[config.mk]
export PLATFORM = sky130hd
export DESIGN_NAME = game_state_ctrl
export DESIGN_NICKNAME = d
export VERILOG_FILES = /design/src/rtl/game_state_ctrl.sv
export SDC_FILE = /design/constraint.sdc
export NUM_CORES = 1
export LEC_CHECK = 0
export ABC_AREA = 1
export CAP_MARGIN = 20
export CORE_ASPECT_RATIO = 1.75
export CORE_MARGIN = 1.5
export CORE_UTILIZATION = 50
export DETAILED_ROUTE_END_ITERATION = 8
export PLACE_DENSITY = 0.83
export SETUP_SLACK_MARGIN = 0.3
export SLEW_MARGIN = 30
export SYNTH_ARGS = -nofsm -noshare
export SYNTH_HDL_FRONTEND = slang
export SYNTH_SLANG_ARGS = --single-unit
[constraint.sdc]
create_clock -name clk -period 2.34 [get_ports clk]
set_clock_uncertainty 0.1 [all_clocks]
set_input_delay 0.702 -clock clk [delete_from_list [all_inputs] [get_ports clk]]
set_output_delay 0.702 -clock clk [all_outputs]
set_load 0.005 [all_outputs]
[src/rtl/game_state_ctrl.sv]
// ---------------------------------------------------------------------------
// game_state_ctrl
//   Once-per-frame game controller. Detects ball/wall and ball/floor
//   collisions, runs the IDLE/PLAY/HIT/OVER game FSM and keeps a saturating
//   2-digit BCD score. All state advances only on the frame tick
//   (h_counter==0 && v_counter==0); on every other clock it holds.
//
// Optional feature macro: GAME_STATE_HISCORE_EN
//   When defined, adds a BCD high-score output latched on PLAY->HIT.
//
// Ports
//   clk        in   pixel clock
//   rst        in   asynchronous active-high reset
//   h_counter  in   [9:0] horizontal pixel counter
//   v_counter  in   [9:0] vertical line counter
//   flap       in   jump button
//   restart    in   restart button
//   ballX/Y    in   [9:0] ball top-left corner
//   wallX      in   [9:0] wall left edge
//   wallY      in   [9:0] wall top edge
//   wallBaseX  in   [9:0] wall width
//   wallBaseY  in   [9:0] wall bottom edge
//   state      out  [1:0] 00 IDLE, 01 PLAY, 10 HIT, 11 OVER
//   ball_reset out  holds the ball mover in its reset position (IDLE)
//   freeze     out  renderer stops scrolling (HIT, OVER)
//   score      out  [7:0] BCD, [7:4] tens, [3:0] units
//   collision  out  collision flag of the last evaluated frame
//   hiscore    out  [7:0] BCD best score (GAME_STATE_HISCORE_EN only)
// ---------------------------------------------------------------------------
module game_state_ctrl #(
  parameter int BALL_SIZE  = 10,
  parameter int FLOOR_Y    = 490,
  parameter int HIT_FRAMES = 60
) (
  input  logic       clk,
  input  logic       rst,
  input  logic [9:0] h_counter,
  input  logic [9:0] v_counter,
  input  logic       flap,
  input  logic       restart,
  input  logic [9:0] ballX,
  input  logic [9:0] ballY,
  input  logic [9:0] wallX,
  input  logic [9:0] wallY,
  input  logic [9:0] wallBaseX,
  input  logic [9:0] wallBaseY,
  output logic [1:0] state,
  output logic       ball_reset,
  output logic       freeze,
  output logic [7:0] score,
  output logic       collision
`ifdef GAME_STATE_HISCORE_EN
  ,
  output logic [7:0] hiscore
`endif
);

  typedef enum logic [1:0] {
    ST_IDLE = 2'b00,
    ST_PLAY = 2'b01,
    ST_HIT  = 2'b10,
    ST_OVER = 2'b11
  } state_t;

  localparam int HC_W = $clog2(HIT_FRAMES) + 1;
  localparam logic [HC_W-1:0] HIT_LAST = HC_W'(HIT_FRAMES - 1);

  // BCD increment that sticks at 99.
  function automatic logic [7:0] bcd_inc_sat(input logic [7:0] v);
    logic [7:0] r;
    if (v == 8'h99) begin
      r = v;
    end else if (v[3:0] == 4'h9) begin
      r = {v[7:4] + 4'h1, 4'h0};
    end else begin
      r = {v[7:4], v[3:0] + 4'h1};
    end
    return r;
  endfunction

  state_t          state_r, state_nxt_s;
  logic [7:0]      score_r, score_nxt_s;
  logic            passed_r, passed_nxt_s;
  logic [HC_W-1:0] hit_cnt_r, hit_cnt_nxt_s;
  logic            collision_r, collision_nxt_s;
  logic            flap_prev_r, flap_prev_nxt_s;
  logic            restart_prev_r, restart_prev_nxt_s;
  logic            ball_reset_r, freeze_r;
  logic            ball_reset_nxt_s, freeze_nxt_s;
`ifdef GAME_STATE_HISCORE_EN
  logic [7:0]      hiscore_r, hiscore_nxt_s;
`endif

  logic            frame_tick_s;
  logic            flap_edge_s, restart_edge_s;
  logic [10:0]     ball_right_s, ball_bottom_s, wall_right_s;
  logic            wall_hit_s, floor_hit_s, coll_s;
  logic            pass_s, respawn_s;

  assign frame_tick_s   = (h_counter == 10'd0) && (v_counter == 10'd0);
  assign flap_edge_s    = flap && !flap_prev_r;
  assign restart_edge_s = restart && !restart_prev_r;

  // 11-bit sums so right/bottom edges near 1023 do not wrap.
  assign ball_right_s  = {1'b0, ballX} + 11'(BALL_SIZE);
  assign ball_bottom_s = {1'b0, ballY} + 11'(BALL_SIZE);
  assign wall_right_s  = {1'b0, wallX} + {1'b0, wallBaseX};

  assign wall_hit_s  = (ball_right_s > {1'b0, wallX}) &&
                       ({1'b0, ballX} < wall_right_s) &&
                       (ball_bottom_s > {1'b0, wallY}) &&
                       (ballY < wallBaseY);
  assign floor_hit_s = ({1'b0, ballY} > 11'(FLOOR_Y));
  assign coll_s      = wall_hit_s || floor_hit_s;

  // Wall fully left of the ball scores; wall right of the ball means it respawned.
  assign pass_s    = (wall_right_s < {1'b0, ballX});
  assign respawn_s = (wallX > ballX);

  // Next-state, score, pass and hit-counter logic; everything holds off-tick.
  always_comb begin
    state_nxt_s        = state_r;
    score_nxt_s        = score_r;
    passed_nxt_s       = passed_r;
    hit_cnt_nxt_s      = hit_cnt_r;
    collision_nxt_s    = collision_r;
    flap_prev_nxt_s    = flap_prev_r;
    restart_prev_nxt_s = restart_prev_r;
`ifdef GAME_STATE_HISCORE_EN
    hiscore_nxt_s      = hiscore_r;
`endif
    if (frame_tick_s) begin
      collision_nxt_s    = coll_s;
      flap_prev_nxt_s    = flap;
      restart_prev_nxt_s = restart;
      case (state_r)
        ST_IDLE: begin
          if (flap_edge_s) begin
            state_nxt_s  = ST_PLAY;
            score_nxt_s  = 8'h00;
            passed_nxt_s = 1'b0;
          end else begin
            state_nxt_s = ST_IDLE;
          end
        end
        ST_PLAY: begin
          // A collision in the same frame as a pass wins; no point scored.
          if (coll_s) begin
            state_nxt_s   = ST_HIT;
            hit_cnt_nxt_s = {HC_W{1'b0}};
`ifdef GAME_STATE_HISCORE_EN
            if (score_r > hiscore_r) begin
              hiscore_nxt_s = score_r;
            end else begin
              hiscore_nxt_s = hiscore_r;
            end
`endif
          end else if (!passed_r && pass_s) begin
            score_nxt_s  = bcd_inc_sat(score_r);
            passed_nxt_s = 1'b1;
          end else if (respawn_s) begin
            passed_nxt_s = 1'b0;
          end else begin
            passed_nxt_s = passed_r;
          end
        end
        ST_HIT: begin
          if (hit_cnt_r == HIT_LAST) begin
            state_nxt_s = ST_OVER;
          end else begin
            hit_cnt_nxt_s = hit_cnt_r + {{(HC_W-1){1'b0}}, 1'b1};
          end
        end
        ST_OVER: begin
          if (restart_edge_s) begin
            state_nxt_s = ST_IDLE;
          end else begin
            state_nxt_s = ST_OVER;
          end
        end
        default: begin
          state_nxt_s = ST_IDLE;
        end
      endcase
    end else begin
      state_nxt_s = state_r;
    end
    // Decoded from the next state so they register together with it.
    ball_reset_nxt_s = (state_nxt_s == ST_IDLE);
    freeze_nxt_s     = (state_nxt_s == ST_HIT) || (state_nxt_s == ST_OVER);
  end

  // State and datapath registers.
  always_ff @(posedge clk or posedge rst) begin
    if (rst) begin
      state_r        <= ST_IDLE;
      score_r        <= 8'h00;
      passed_r       <= 1'b0;
      hit_cnt_r      <= {HC_W{1'b0}};
      collision_r    <= 1'b0;
      flap_prev_r    <= 1'b0;
      restart_prev_r <= 1'b0;
      ball_reset_r   <= 1'b1;
      freeze_r       <= 1'b0;
`ifdef GAME_STATE_HISCORE_EN
      hiscore_r      <= 8'h00;
`endif
    end else begin
      state_r        <= state_nxt_s;
      score_r        <= score_nxt_s;
      passed_r       <= passed_nxt_s;
      hit_cnt_r      <= hit_cnt_nxt_s;
      collision_r    <= collision_nxt_s;
      flap_prev_r    <= flap_prev_nxt_s;
      restart_prev_r <= restart_prev_nxt_s;
      ball_reset_r   <= ball_reset_nxt_s;
      freeze_r       <= freeze_nxt_s;
`ifdef GAME_STATE_HISCORE_EN
      hiscore_r      <= hiscore_nxt_s;
`endif
    end
  end

  assign state      = state_r;
  assign ball_reset = ball_reset_r;
  assign freeze     = freeze_r;
  assign score      = score_r;
  assign collision  = collision_r;
`ifdef GAME_STATE_HISCORE_EN
  assign hiscore    = hiscore_r;
`endif

endmodule

==> results.toml <==
[critical_path]
timing.critical_path.mode_cell = "nand2_1"
slowest_delay_ps = 310
ff2ff_setup_slack_ps = 350
critPathSlowestCell = "ha_4"
cp_max_fo = 8
crit_path_cell_trace = "clkdlybuf4s15_2 > ha_4 > nand2_4 > nand2_2 > nand2_1 > nand2_2 > a21oi_4 > xnor2_1 > ha_1 > a21o_1 > nor2_1 > nand2_1 > nand2_1 > nand2_1 > nand2_1 > nand2_2 > or2_4 > o21ai_4 > nand3_4 > nand2_1 > o21ai_1"
crit_family = "simple AND/OR/NAND/NOR gates"
critPathLaunch = "wallBaseX[3]"
path_buf_inv = 1
reg2regPathDepth = 7
path_class = "input port to flip-flop"
crit_path_end_kind = "flip-flop"
crit_cells = 21
crit_arrival_ps = 3460
r2r_start = "hit_cnt_r[0]"
crit_path_end = "score[4]"
r2r_end = "hit_cnt_r[2]"
cp.required_ps = 2380
setup.worst_path.start_class = "input port"

[cts]
clkSinkCount = 23
cts-htree-levels = 1
holdBufCountCts = 0
cts_buffer_depth = 2
cts_buffers = 3
cts_tree = "built"
clock_latency_ps = 260
cts_root_buf = "clkbuf_16"
clkTransAtPathRegs_ps = 60

[placed_design]
place.gp.congestion = 0.997
place_area_sq_mm = 0.00517
dpl.hpwl_microns = 8710
dp_cells = 756
portBuffers = 96

[cells_and_area]
area_growth_pct = 66.8
drive_above_1_share_pct = 31.3
post-route-util_pct = 85.7
nets = 859
n_antenna_cell = 0
instances_no_fill = 791
fin_area_sq_mm = 0.00587

[logic_synthesis]
synth_cell_type_count = 47
synth_compound_area_share_pct = 12.4
yosys-top-cells-area = "ha_1 (23%), dfrtp_1 (16%), nand2_1 (13%)"
ys_ff_latch = 23
synth_mux_area_share_pct = 0
syn-cell-area_sq_mm = 0.00352
syn_nets = 656
synth_edf_count = 0
async_flop_share_pct = 100
synth_top_area_share_pct = 23.5
synth_largest_area_cell = "ha_1"
synth_simple_gate_area_share_pct = 30.0
synth_fa_ha_area_share_pct = 24.0
yosys_warnings = 0
synth_xor_xnor_area_share_pct = 6.97
synth_top_family_by_area = "simple AND/OR/NAND/NOR gates"
syn_avg_cell_area_sq_um = 6.97
synthCells = 505
ys_seq_area_share_pct = 16.4
synth_ff_type = "dfrtp_1"

[power_and_ir_drop]
ir_drop_v = 0.000419
seqPwrFrac_pct = 22.3
p_switching_uw = 650
intPower_uw = 1130
p_leak_uw = 0.00315
p_clk_share_pct = 21.4
combPwrFrac_pct = 56.3
powerDensity_mw_per_mm2 = 304
p_sw_share_pct = 36.4

[sta]
whs_ps = 423
relSlewSlack_pct = 56.4
setup_slack_ps = -1080
maxSlewViolCount = 0
period_minus_slack_ps = 3420
tightestPinTransition_ps = 648
rsz0062_at_grt = "yes"
tns_ps = -21180
max_clock_freq_mhz = 293
fin_crit_sh_pct = 146
hold_viol = 0
setup_viol = 21

[route]
postRouteAntennaNets = 0
routed-via-count = 4427
firstDrtPassIters = 7
via_per_inst = 5.60
drc = 0
drt_iter0_markers = 264
drt_wl_total_microns = 13400
routed_wire_length_per_instance_microns = 16.9

[global_routing]
grt_use_met2_pct = 63.4
grt_max_degree = 24
use_met3_pct = 3.25
overflow = 0
grt-busiest-layer = "met2"
grt_pass1_wl_microns = 19000
antenna_found_initial = 0
grt_pass1_vias = 4432
met1_usage_pct = 29.6
grt_util_all_layers_pct = 32.0

[die]
start_util_pct = 51.4
core_sq_mm = 0.00686
die_w_microns = 66.4
io_pins = 97
die-height_microns = 114
row_count = 40
fp.dieArea_sq_mm = 0.00757

[min_path]
holdCritPathClass = "flip-flop to flip-flop"
min_from = "passed_r"

[flow_run]
maxCapViolCount = 0

[status]
status = "complete, but fails checks"
violations = "negative setup slack"
[power groups by stage]
stage	logic, uW	registers (uW)	clock network (uW)
after floorplan	410	405	0
final	1010	398	381
after global placement	775	405	0
after global routing	1080	397	404
after CTS	912	398	376
after detailed placement	803	405	0
[metrics by stage]
| step | setup slack, ps | total power, uW |
|---|---|---|
| 4_1_cts | -985 | 1690 |
| 6_report | -1080 | 1780 |
| 3_3_place_gp | -1530 | 1180 |
| 2_1_floorplan | -801 | 815 |
| 3_5_place_dp | -1650 | 1210 |
| 5_1_grt | -1210 | 1880 |
[worst min path at each step]
stage | to | slack (ps) | cells after the start
2_1_floorplan | passed_r | 360 | 2
3_3_place_gp | passed_r | 380 | 2
3_5_place_dp | collision | 400 | 2
4_1_cts | passed_r | 420 | 2
5_1_grt | passed_r | 470 | 2
6_report | passed_r | 420 | 2
[final cells by class]
| cell class | instances | area [sq um] |
|---|---|---|
| sequential | 23 | 584 |
| inverter | 91 | 342 |
| multi-input combinational | 388 | 2970 |
| fill | 383 | 983 |
| tap | 84 | 105 |
| timing repair buffer | 201 | 1790 |
| clock inverter | 1 | 5.00 |
| clock buffer | 3 | 75.1 |
[logic make-up after synthesis]
group / count (synthesis)
simple gates: 221
buf+inv: 94
compound gates: 72
fa+ha+maj: 67
xor+xnor: 28
flops: 23
[tightest hold or removal path: cells and delay by family, from the launching register on]
kind,cells,cell delay (ps)
and+or+nand+nor,1,50
DFF,1,350
AOI/OAI and AO/OA,1,70
[sequential cells by signal (all words and copies together), names as in the netlist]
name	count
collision	1
ball_reset	1
score	8
freeze	1
hit_cnt_r	7
state	2
restart_prev_r	1
flap_prev_r	1
passed_r	1
[cell usage after synthesis (all sizes together), types with 4 or more instances]
cell / instances
a21o: 4
a21oi: 29
dfrtp: 22
ha: 66
inv: 90
nand2: 125
nand3: 25
nand4: 12
nor2: 41
nor3: 5
nor4: 5
o21ai: 27
xnor2: 10
xor2: 18
[routing by layer]
layer,vias up,wire [microns]
met4,0,763
met1,2074,4320
met3,78,624
met2,219,7690
li1,2056,-
met5,-,0
[cells in the final DEF, fill, tap and decap left out, types with 5 or more instances in the layout]
master,n
a21oi_1,21
a21oi_2,6
buf_4,97
buf_6,11
clkbuf_2,5
clkdlybuf4s50_1,57
dfrtp_1,16
dfrtp_2,6
dlygate4sd2_1,5
dlymetal6s2s_1,20
ha_1,55
ha_4,11
inv_1,83
inv_2,7
nand2_1,102
nand2_2,16
nand2_4,7
nand3_1,17
nand4_1,11
nor2_1,28
nor2_2,9
o21ai_0,7
o21ai_1,12
xnor2_1,8
xor2_1,18
[what timing repair did]
item | 4_1_cts | 5_1_grt
gates resized for setup | 99 | 65
buffers inserted | 18 | 13
pin swaps | 65 | 39
setup endpoints to repair | 27 | 29
No activity file was read; power rests on OpenSTA's default activity.
